### config.mk
export PLATFORM = sky130hd
export DESIGN_NAME = lcd_char_refresh_flat
export DESIGN_NICKNAME = d
export VERILOG_FILES = /design/src/rtl/lcd_char_refresh_if.sv /design/src/rtl/lcd_char_refresh.sv /design/src/flat_wrapper.sv
export SDC_FILE = /design/constraint.sdc
export NUM_CORES = 1
export LEC_CHECK = 0
export CORE_ASPECT_RATIO = 0.6
export CORE_MARGIN = 2
export CORE_UTILIZATION = 52
export CTS_CLUSTER_SIZE = 12
export DETAILED_ROUTE_END_ITERATION = 10
export GPL_TIMING_DRIVEN = 0
export PLACE_DENSITY_LB_ADDON = 0.2
export SLEW_MARGIN = 15
export SYNTH_ARGS = -nofsm -noshare
export SYNTH_HDL_FRONTEND = slang
export SYNTH_SLANG_ARGS = --single-unit
### constraint.sdc
create_clock -name clk -period 4.01 [get_ports clk]
set_clock_uncertainty 0.2 [all_clocks]
set_input_delay 0.401 -clock clk [delete_from_list [all_inputs] [get_ports clk]]
set_output_delay 0.401 -clock clk [all_outputs]
set_load 0.05 [all_outputs]
### src/rtl/lcd_char_refresh_if.sv
// Buffer read port and HD44780 parallel bus of the LCD refresh engine.
//   master : the refresh engine (drives rd_addr and the LCD pins, reads rd_data)
//   slave  : the text buffer RAM and LCD side
//   rd_addr[4:0]  buffer read address
//   rd_data[7:0]  buffer byte, one cycle after rd_addr is sampled
//   lcd_rs        0 = command, 1 = data
//   lcd_rw        always 0 (write-only bus)
//   lcd_e         enable strobe
//   lcd_db[7:0]   LCD data bus
interface lcd_char_refresh_if;
    logic [4:0] rd_addr;
    logic [7:0] rd_data;
    logic       lcd_rs;
    logic       lcd_rw;
    logic       lcd_e;
    logic [7:0] lcd_db;

    modport master (
        output rd_addr, lcd_rs, lcd_rw, lcd_e, lcd_db,
        input  rd_data
    );

    modport slave (
        input  rd_addr, lcd_rs, lcd_rw, lcd_e, lcd_db,
        output rd_data
    );
endinterface

### src/rtl/lcd_char_refresh.sv
// Display end of the 32-character text buffer. After power-up it runs the
// HD44780 8-bit init sequence, then on each refresh request reads all 32
// buffer bytes (0-15 -> line 1, 16-31 -> line 2) and writes them to the LCD.
//   clk          system clock
//   rst_n        asynchronous active-low reset
//   refresh_req  single-cycle redraw request (sticky, one deep)
//   bus          buffer read port + LCD bus (master side)
//   init_done    high once the init sequence has completed
//   busy         high whenever not idle
//   frame_done   one-cycle pulse after the last character write's wait
module lcd_char_refresh #(
    parameter int unsigned POWERUP_CYC  = 1000000,
    parameter int unsigned T_AS_CYC     = 2,
    parameter int unsigned T_PW_CYC     = 25,
    parameter int unsigned CMD_WAIT_CYC = 2500,
    parameter int unsigned CLR_WAIT_CYC = 100000
) (
    input  logic               clk,
    input  logic               rst_n,
    input  logic               refresh_req,
    lcd_char_refresh_if.master bus,
    output logic               init_done,
    output logic               busy,
    output logic               frame_done
);

    localparam logic [23:0] D_PWR = 24'(POWERUP_CYC);
    localparam logic [23:0] D_AS  = 24'(T_AS_CYC);
    localparam logic [23:0] D_PW  = 24'(T_PW_CYC);
    localparam logic [23:0] D_CMD = 24'(CMD_WAIT_CYC);
    localparam logic [23:0] D_CLR = 24'(CLR_WAIT_CYC);

    typedef enum logic [2:0] {
        S_POWERUP, S_SETUP, S_EHIGH, S_WAIT, S_IDLE, S_FETCH_A, S_FETCH_D
    } state_t;

    // What the current write primitive is transferring.
    typedef enum logic [1:0] {K_INIT, K_LINE1, K_DATA, K_LINE2} kind_t;

    state_t      state, state_n;
    kind_t       kind, kind_n;
    logic [4:0]  step, step_n;      // init command index or character index
    logic [23:0] cnt, dur;
    logic        done;
    logic        pending, pending_n;

    logic        lcd_rs_q, rs_n;
    logic        lcd_e_q, e_n;
    logic [7:0]  lcd_db_q, db_n;
    logic [4:0]  rd_addr_q, rd_addr_n;
    logic        init_done_n, busy_n, frame_done_n;

    function automatic logic [7:0] init_cmd(input logic [4:0] i);
        case (i)
            5'd0, 5'd1, 5'd2: init_cmd = 8'h38;
            5'd3:             init_cmd = 8'h0C;
            5'd4:             init_cmd = 8'h01;
            default:          init_cmd = 8'h06;
        endcase
    endfunction

    // Clear-display needs the long post-strobe wait; everything else the short one.
    always_comb begin
        case (state)
            S_POWERUP: dur = D_PWR;
            S_SETUP:   dur = D_AS;
            S_EHIGH:   dur = D_PW;
            S_WAIT:    dur = (!lcd_rs_q && lcd_db_q == 8'h01) ? D_CLR : D_CMD;
            default:   dur = 24'd1;
        endcase
        done = (cnt == dur - 24'd1);
    end

    always_ff @(posedge clk or negedge rst_n) begin
        if (!rst_n) begin
            state      <= S_POWERUP;
            kind       <= K_INIT;
            step       <= '0;
            cnt        <= '0;
            pending    <= 1'b0;
            lcd_rs_q   <= 1'b0;
            lcd_e_q    <= 1'b0;
            lcd_db_q   <= '0;
            rd_addr_q  <= '0;
            init_done  <= 1'b0;
            busy       <= 1'b1;
            frame_done <= 1'b0;
        end else begin
            state      <= state_n;
            kind       <= kind_n;
            step       <= step_n;
            cnt        <= (state_n != state) ? '0 : cnt + 24'd1;
            pending    <= pending_n;
            lcd_rs_q   <= rs_n;
            lcd_e_q    <= e_n;
            lcd_db_q   <= db_n;
            rd_addr_q  <= rd_addr_n;
            init_done  <= init_done_n;
            busy       <= busy_n;
            frame_done <= frame_done_n;
        end
    end

    always_comb begin
        state_n   = state;
        kind_n    = kind;
        step_n    = step;
        pending_n = refresh_req | (pending & (state != S_IDLE));
        case (state)
            S_POWERUP: if (done) begin
                state_n = S_SETUP;
                kind_n  = K_INIT;
                step_n  = '0;
            end
            S_SETUP: if (done) state_n = S_EHIGH;
            S_EHIGH: if (done) state_n = S_WAIT;
            S_WAIT: if (done) begin
                case (kind)
                    K_INIT: begin
                        if (step == 5'd5) begin
                            state_n = S_IDLE;
                        end else begin
                            state_n = S_SETUP;
                            step_n  = step + 5'd1;
                        end
                    end
                    K_LINE1: begin
                        state_n = S_FETCH_A;
                        kind_n  = K_DATA;
                        step_n  = 5'd0;
                    end
                    K_LINE2: begin
                        state_n = S_FETCH_A;
                        kind_n  = K_DATA;
                        step_n  = 5'd16;
                    end
                    default: begin
                        if (step == 5'd15) begin
                            state_n = S_SETUP;
                            kind_n  = K_LINE2;
                        end else if (step == 5'd31) begin
                            state_n = S_IDLE;
                        end else begin
                            state_n = S_FETCH_A;
                            step_n  = step + 5'd1;
                        end
                    end
                endcase
            end
            S_IDLE: if (pending) begin
                state_n = S_SETUP;
                kind_n  = K_LINE1;
            end
            S_FETCH_A: state_n = S_FETCH_D;
            S_FETCH_D: state_n = S_SETUP;
            default:   state_n = S_POWERUP;
        endcase
    end

    // Outputs are registered, so their next values are decoded from the
    // next state; RS/DB load only on entry to SETUP and hold until the next one.
    always_comb begin
        rs_n = lcd_rs_q;
        db_n = lcd_db_q;
        if (state_n == S_SETUP && state != S_SETUP) begin
            case (kind_n)
                K_INIT:  begin rs_n = 1'b0; db_n = init_cmd(step_n); end
                K_LINE1: begin rs_n = 1'b0; db_n = 8'h80;            end
                K_LINE2: begin rs_n = 1'b0; db_n = 8'hC0;            end
                default: begin rs_n = 1'b1; db_n = bus.rd_data;      end
            endcase
        end
        e_n          = (state_n == S_EHIGH);
        busy_n       = (state_n != S_IDLE);
        rd_addr_n    = (state_n == S_FETCH_A) ? step_n : rd_addr_q;
        init_done_n  = init_done |
                       (state == S_WAIT && done && kind == K_INIT && step == 5'd5);
        frame_done_n = (state == S_WAIT && done && kind == K_DATA && step == 5'd31);
    end

    assign bus.lcd_rs  = lcd_rs_q;
    assign bus.lcd_rw  = 1'b0;
    assign bus.lcd_e   = lcd_e_q;
    assign bus.lcd_db  = lcd_db_q;
    assign bus.rd_addr = rd_addr_q;

endmodule

### src/flat_wrapper.sv
// flat-port wrapper written by rule: the top's interface ports become plain ports
module lcd_char_refresh_flat 
#(
    parameter int unsigned POWERUP_CYC  = 1000000,
    parameter int unsigned T_AS_CYC     = 2,
    parameter int unsigned T_PW_CYC     = 25,
    parameter int unsigned CMD_WAIT_CYC = 2500,
    parameter int unsigned CLR_WAIT_CYC = 100000
)
  (clk, rst_n, refresh_req, init_done, busy, frame_done, bus_rd_addr, bus_lcd_rs, bus_lcd_rw, bus_lcd_e, bus_lcd_db, bus_rd_data);
  lcd_char_refresh_if bus_i ();
  input  logic clk;
  input  logic rst_n;
  input  logic refresh_req;
  output logic init_done;
  output logic busy;
  output logic frame_done;
  output wire logic [$bits(bus_i.rd_addr)-1:0] bus_rd_addr;
  output wire logic [$bits(bus_i.lcd_rs)-1:0] bus_lcd_rs;
  output wire logic [$bits(bus_i.lcd_rw)-1:0] bus_lcd_rw;
  output wire logic [$bits(bus_i.lcd_e)-1:0] bus_lcd_e;
  output wire logic [$bits(bus_i.lcd_db)-1:0] bus_lcd_db;
  input wire logic [$bits(bus_i.rd_data)-1:0] bus_rd_data;
  assign bus_rd_addr = bus_i.rd_addr;
  assign bus_lcd_rs = bus_i.lcd_rs;
  assign bus_lcd_rw = bus_i.lcd_rw;
  assign bus_lcd_e = bus_i.lcd_e;
  assign bus_lcd_db = bus_i.lcd_db;
  assign bus_i.rd_data = bus_rd_data;
  lcd_char_refresh #(.POWERUP_CYC(POWERUP_CYC), .T_AS_CYC(T_AS_CYC), .T_PW_CYC(T_PW_CYC), .CMD_WAIT_CYC(CMD_WAIT_CYC), .CLR_WAIT_CYC(CLR_WAIT_CYC)) u_core (.clk(clk), .rst_n(rst_n), .refresh_req(refresh_req), .bus(bus_i), .init_done(init_done), .busy(busy), .frame_done(frame_done));
endmodule
==> run_results.csv, run 1 <==
group,metric,value,unit
grt,grt_max_degree,54,
worst_setup_path,worstRegToRegCells,12,
worst_setup_path,cp_max_fo,9,
timing,max_freq,252,MHz
floorplanning,core,0.00614,mm^2
grt,grt_util_all_layers,25.9,%
floorplanning,die_area,0.00704,mm^2
worst_setup_path,crit_path_end_kind,"flip-flop",
clock_network,clk_latency,0.32,ns
timing,rsz0062_at_grt,"yes",
clock_network,cts.clk_slew.worst_paths,0.09,ns
worst_setup_path,slowest_delay,0.47,ns
drt,drtIter0Drc,339,
timing,maxSlewHeadroom,46.2,%
floorplanning,ioPinCount,30,
drt,vias,3000,
finish,final_cell_mix,"nor2_1, dfrtp_1, nand2_1",
worst_setup_path,r2r_slack,0.05,ns
worst_setup_path,start_kind,"flip-flop",
floorplanning,fp.dieH,65.8,um
worst_setup_path,arrival,3.97,ns
clock_network,numCtsBuffers,5,
yosys,avgSynthCellArea,8.92,um^2
yosys,yosysUniqueCellTypes,66,
worst_setup_path,crit_chain,"buf_8 > clkinvlp_4 > or3_4 > ha_4 > xnor2_1 > or4b_1 > o21ai_0 > and4_1 > and2_2 > nand4_1 > a21boi_4 > mux2_2",
finish,layout_commonest_cell,"nor2_1",
timing,hold_viol_final,0,
timing,hold_ws,0.277,ns
drt,drc_errors,0,
timing,setup_viol,0,
yosys,synth_area,0.00331,mm^2
place,hpwlAfterDp,6190,um
clock_network,cts_tree,"yes",
finish,drive_above_1_share,17.6,%
worst_setup_path,crit_required,4.02,ns
yosys,synth-seq-cells,53,
yosys,synth_seq_area_share,40.1,%
clock_network,cts_root_buf,"clkbuf_8",
yosys,synthFlopType,"dfrtp_1",
grt,antenna_found_initial,0,
power_and_ir_drop,worst_ir_drop_vdd,0.000163,V
grt,grt_pass1_wl,13700,um
worst_setup_path,critPathKind,"reg -> reg",
outcome,outcome,"completed",
clock_network,cts_buffer_depth,2,
drt,first_pass_iters,7,
timing,setup-tns-final,0,ns
min_path,whs_path_depth,1,
min_path,hold_start,"u_core.init_done",
power_and_ir_drop,power_leakage,0.00180,uW
timing,fin_crit_sh,98.8,%
timing,report.final.slew_viol_count,0,
yosys,async_reset_ff_share,100,%
floorplanning,start_util,53.9,%
timing,min_period,3.96,ns
worst_setup_path,critPathSlowestCell,"and4_1",
finish,finalNetCount,444,
worst_setup_path,r2r-start,"u_core.state[0]",
yosys,ys_warn_count,0,
finish,nFillCells,487,
drt,ant_nets,0,
timing,worst_pin_slew,0.800,ns
floorplanning,die_x,107,um
job,maxCapViolCount,0,
yosys,synth_edf_count,0,
drt,routedWlPerCell,17.4,um
finish,antenna_cells,0,
min_path,holdCritPathClass,"reg -> reg",
yosys,synth_fp_nets,389,
power_and_ir_drop,power_density,209,mW/mm^2
drt,via_per_inst,5.87,
clock_network,clock-sinks,53,
worst_setup_path,reg2reg_to,"u_core.bus.lcd_rs",
clock_network,htreeDepth,2,
grt,overflow,0,
finish,areaGrowthSynthToFinish,24.1,%
place,place_congestion,0.947,
min_path,min_to,"u_core.init_done",
floorplanning,rows,22,
grt,first_global_vias,2646,
place,io_buffers,28,
drt,finalWirelength,8900,um
yosys,syn_inst,371,
## metal layers
metal  vias to the layer above  wire (um)  track usage [%]  part of all wire [%]
met5                         -          0                0                     0
met4                         0        105             6.66                   1.2
met3                        14        696             6.80                   7.8
met2                       112       3490             32.7                    39
met1                      1441       4610             42.1                    52
li1                       1433          -                -                     -
## critical path, delay by kind of cell (launching register included)
family / cells / cell delay, ns
adders and majority gates: 1 / 0.21
buffers and inverters: 2 / 0.28
and+or+nand+nor: 5 / 1.84
xor gates and xnor gates: 1 / 0.14
DFF: 1 / 0.40
AOI/OAI and AO/OA: 2 / 0.42
muxes: 1 / 0.36
## layout make-up
cell class                      instances  area [um^2]  share of cell area, %
Clock buffer                            8         80.1                   1.95
Buffer                                 14         97.6                   2.38
Multi-Input combinational cell        291         2000                   48.8
Inverter                               11         45.0                   1.10
Timing Repair Buffer                   50          445                   10.8
Tap cell                               84          105                   2.56
Sequential cell                        53         1330                   32.4
## synth_stat cells (3+ instances only)
master | n | area share, %
a21oi_1 | 16 | 2.4
a31o_2 | 3 | 0.79
a31oi_1 | 5 | 0.95
and3_1 | 9 | 1.7
and4_1 | 3 | 0.79
clkbuf_1 | 14 | 1.6
dfrtp_1 | 52 | 39
ha_1 | 7 | 2.6
inv_1 | 11 | 1.2
mux2_1 | 4 | 1.4
mux2i_1 | 4 | 1.2
nand2_1 | 32 | 3.6
nand2b_1 | 3 | 0.57
nand3_1 | 15 | 2.3
nand3b_1 | 3 | 0.68
nand4_1 | 7 | 1.3
nor2_1 | 56 | 6.4
nor2b_1 | 4 | 0.76
nor3_1 | 10 | 1.5
o211ai_1 | 3 | 0.68
o21ai_0 | 12 | 1.8
o21ai_1 | 5 | 0.76
o22ai_1 | 3 | 0.57
o31ai_1 | 3 | 0.68
or4_1 | 3 | 0.68
xnor2_1 | 14 | 3.7
xor2_1 | 17 | 4.5
## report_power, final
group          internal [uW]  leakage, uW      switching (uW)
Sequential               534     0.000674  0.0000000000000447
Clock                    125    0.0000395                 178
Combinational           9.63      0.00108                13.5
## registers in the layout (all words and copies together) (netlist names)
signal / cells
u_core.frame_done: 1
u_core.step: 5
u_core.bus.lcd_rs: 1
u_core.state: 3
u_core.bus.rd_addr: 5
u_core.cnt: 24
u_core.pending: 1
u_core.bus.lcd_e: 1
u_core.bus.lcd_db: 8
u_core.init_done: 1
u_core.busy: 1
u_core.kind: 2
## logic make-up after synthesis
kind of cell	count (synthesis)	share of synthesized area (%)
flops	53	40.1
compound gates	73	15.1
other cells	1	0.113
xor+xnor	31	8.21
buf+inv	27	3.21
simple gates	169	27.4
fa+ha+maj	7	2.65
mux	10	3.25
## stage by stage
step	cell area, um^2	worst slack, ns	std cells	total power (uW)	util [%]
final	4110	0.0471	511	860	66.9
after global routing	4110	-0.0562	511	893	66.9
after CTS	3980	0.0124	503	868	64.8
after detailed placement	3690	-0.672	483	568	60.1
after global placement	3690	-0.656	483	568	60.2
after floorplan	3310	0.0109	371	548	-
## worst max path at each step
stage | endpoint | start | cells past startpoint
floorplan | u_core.bus.lcd_db[2] | u_core.state[0] | 13
global placement | u_core.cnt[7] | u_core.state[0] | 13
detailed placement | u_core.bus.lcd_db[0] | u_core.state[0] | 13
CTS | u_core.bus.rd_addr[1] | u_core.state[0] | 15
global route | u_core.bus.lcd_rs | u_core.bus.lcd_db[2] | 11
finish | u_core.bus.lcd_rs | u_core.state[0] | 12
## what timing repair did
action | 4_1_cts | 5_1_grt
setup endpoints to repair | 44 | 35
hold endpoints to repair | 52 | 0
buffers inserted | 13 | 8
hold buffers | 1 | 0
resized for setup | 28 | 17
pin swaps | 7 | 8
Power figures use the tool's default switching activity.
==> run 2, diff against run 1 <==
--- a/config.mk
+++ b/config.mk
@@ -5,6 +5,7 @@
 export SDC_FILE = /design/constraint.sdc
 export NUM_CORES = 1
 export LEC_CHECK = 0
+export CAP_MARGIN = 0
 export CORE_ASPECT_RATIO = 0.6
 export CORE_MARGIN = 2
 export CORE_UTILIZATION = 52
==> results of run 2 <==
Same layout as run 1: the final DEF is identical, and so are final timing and power.
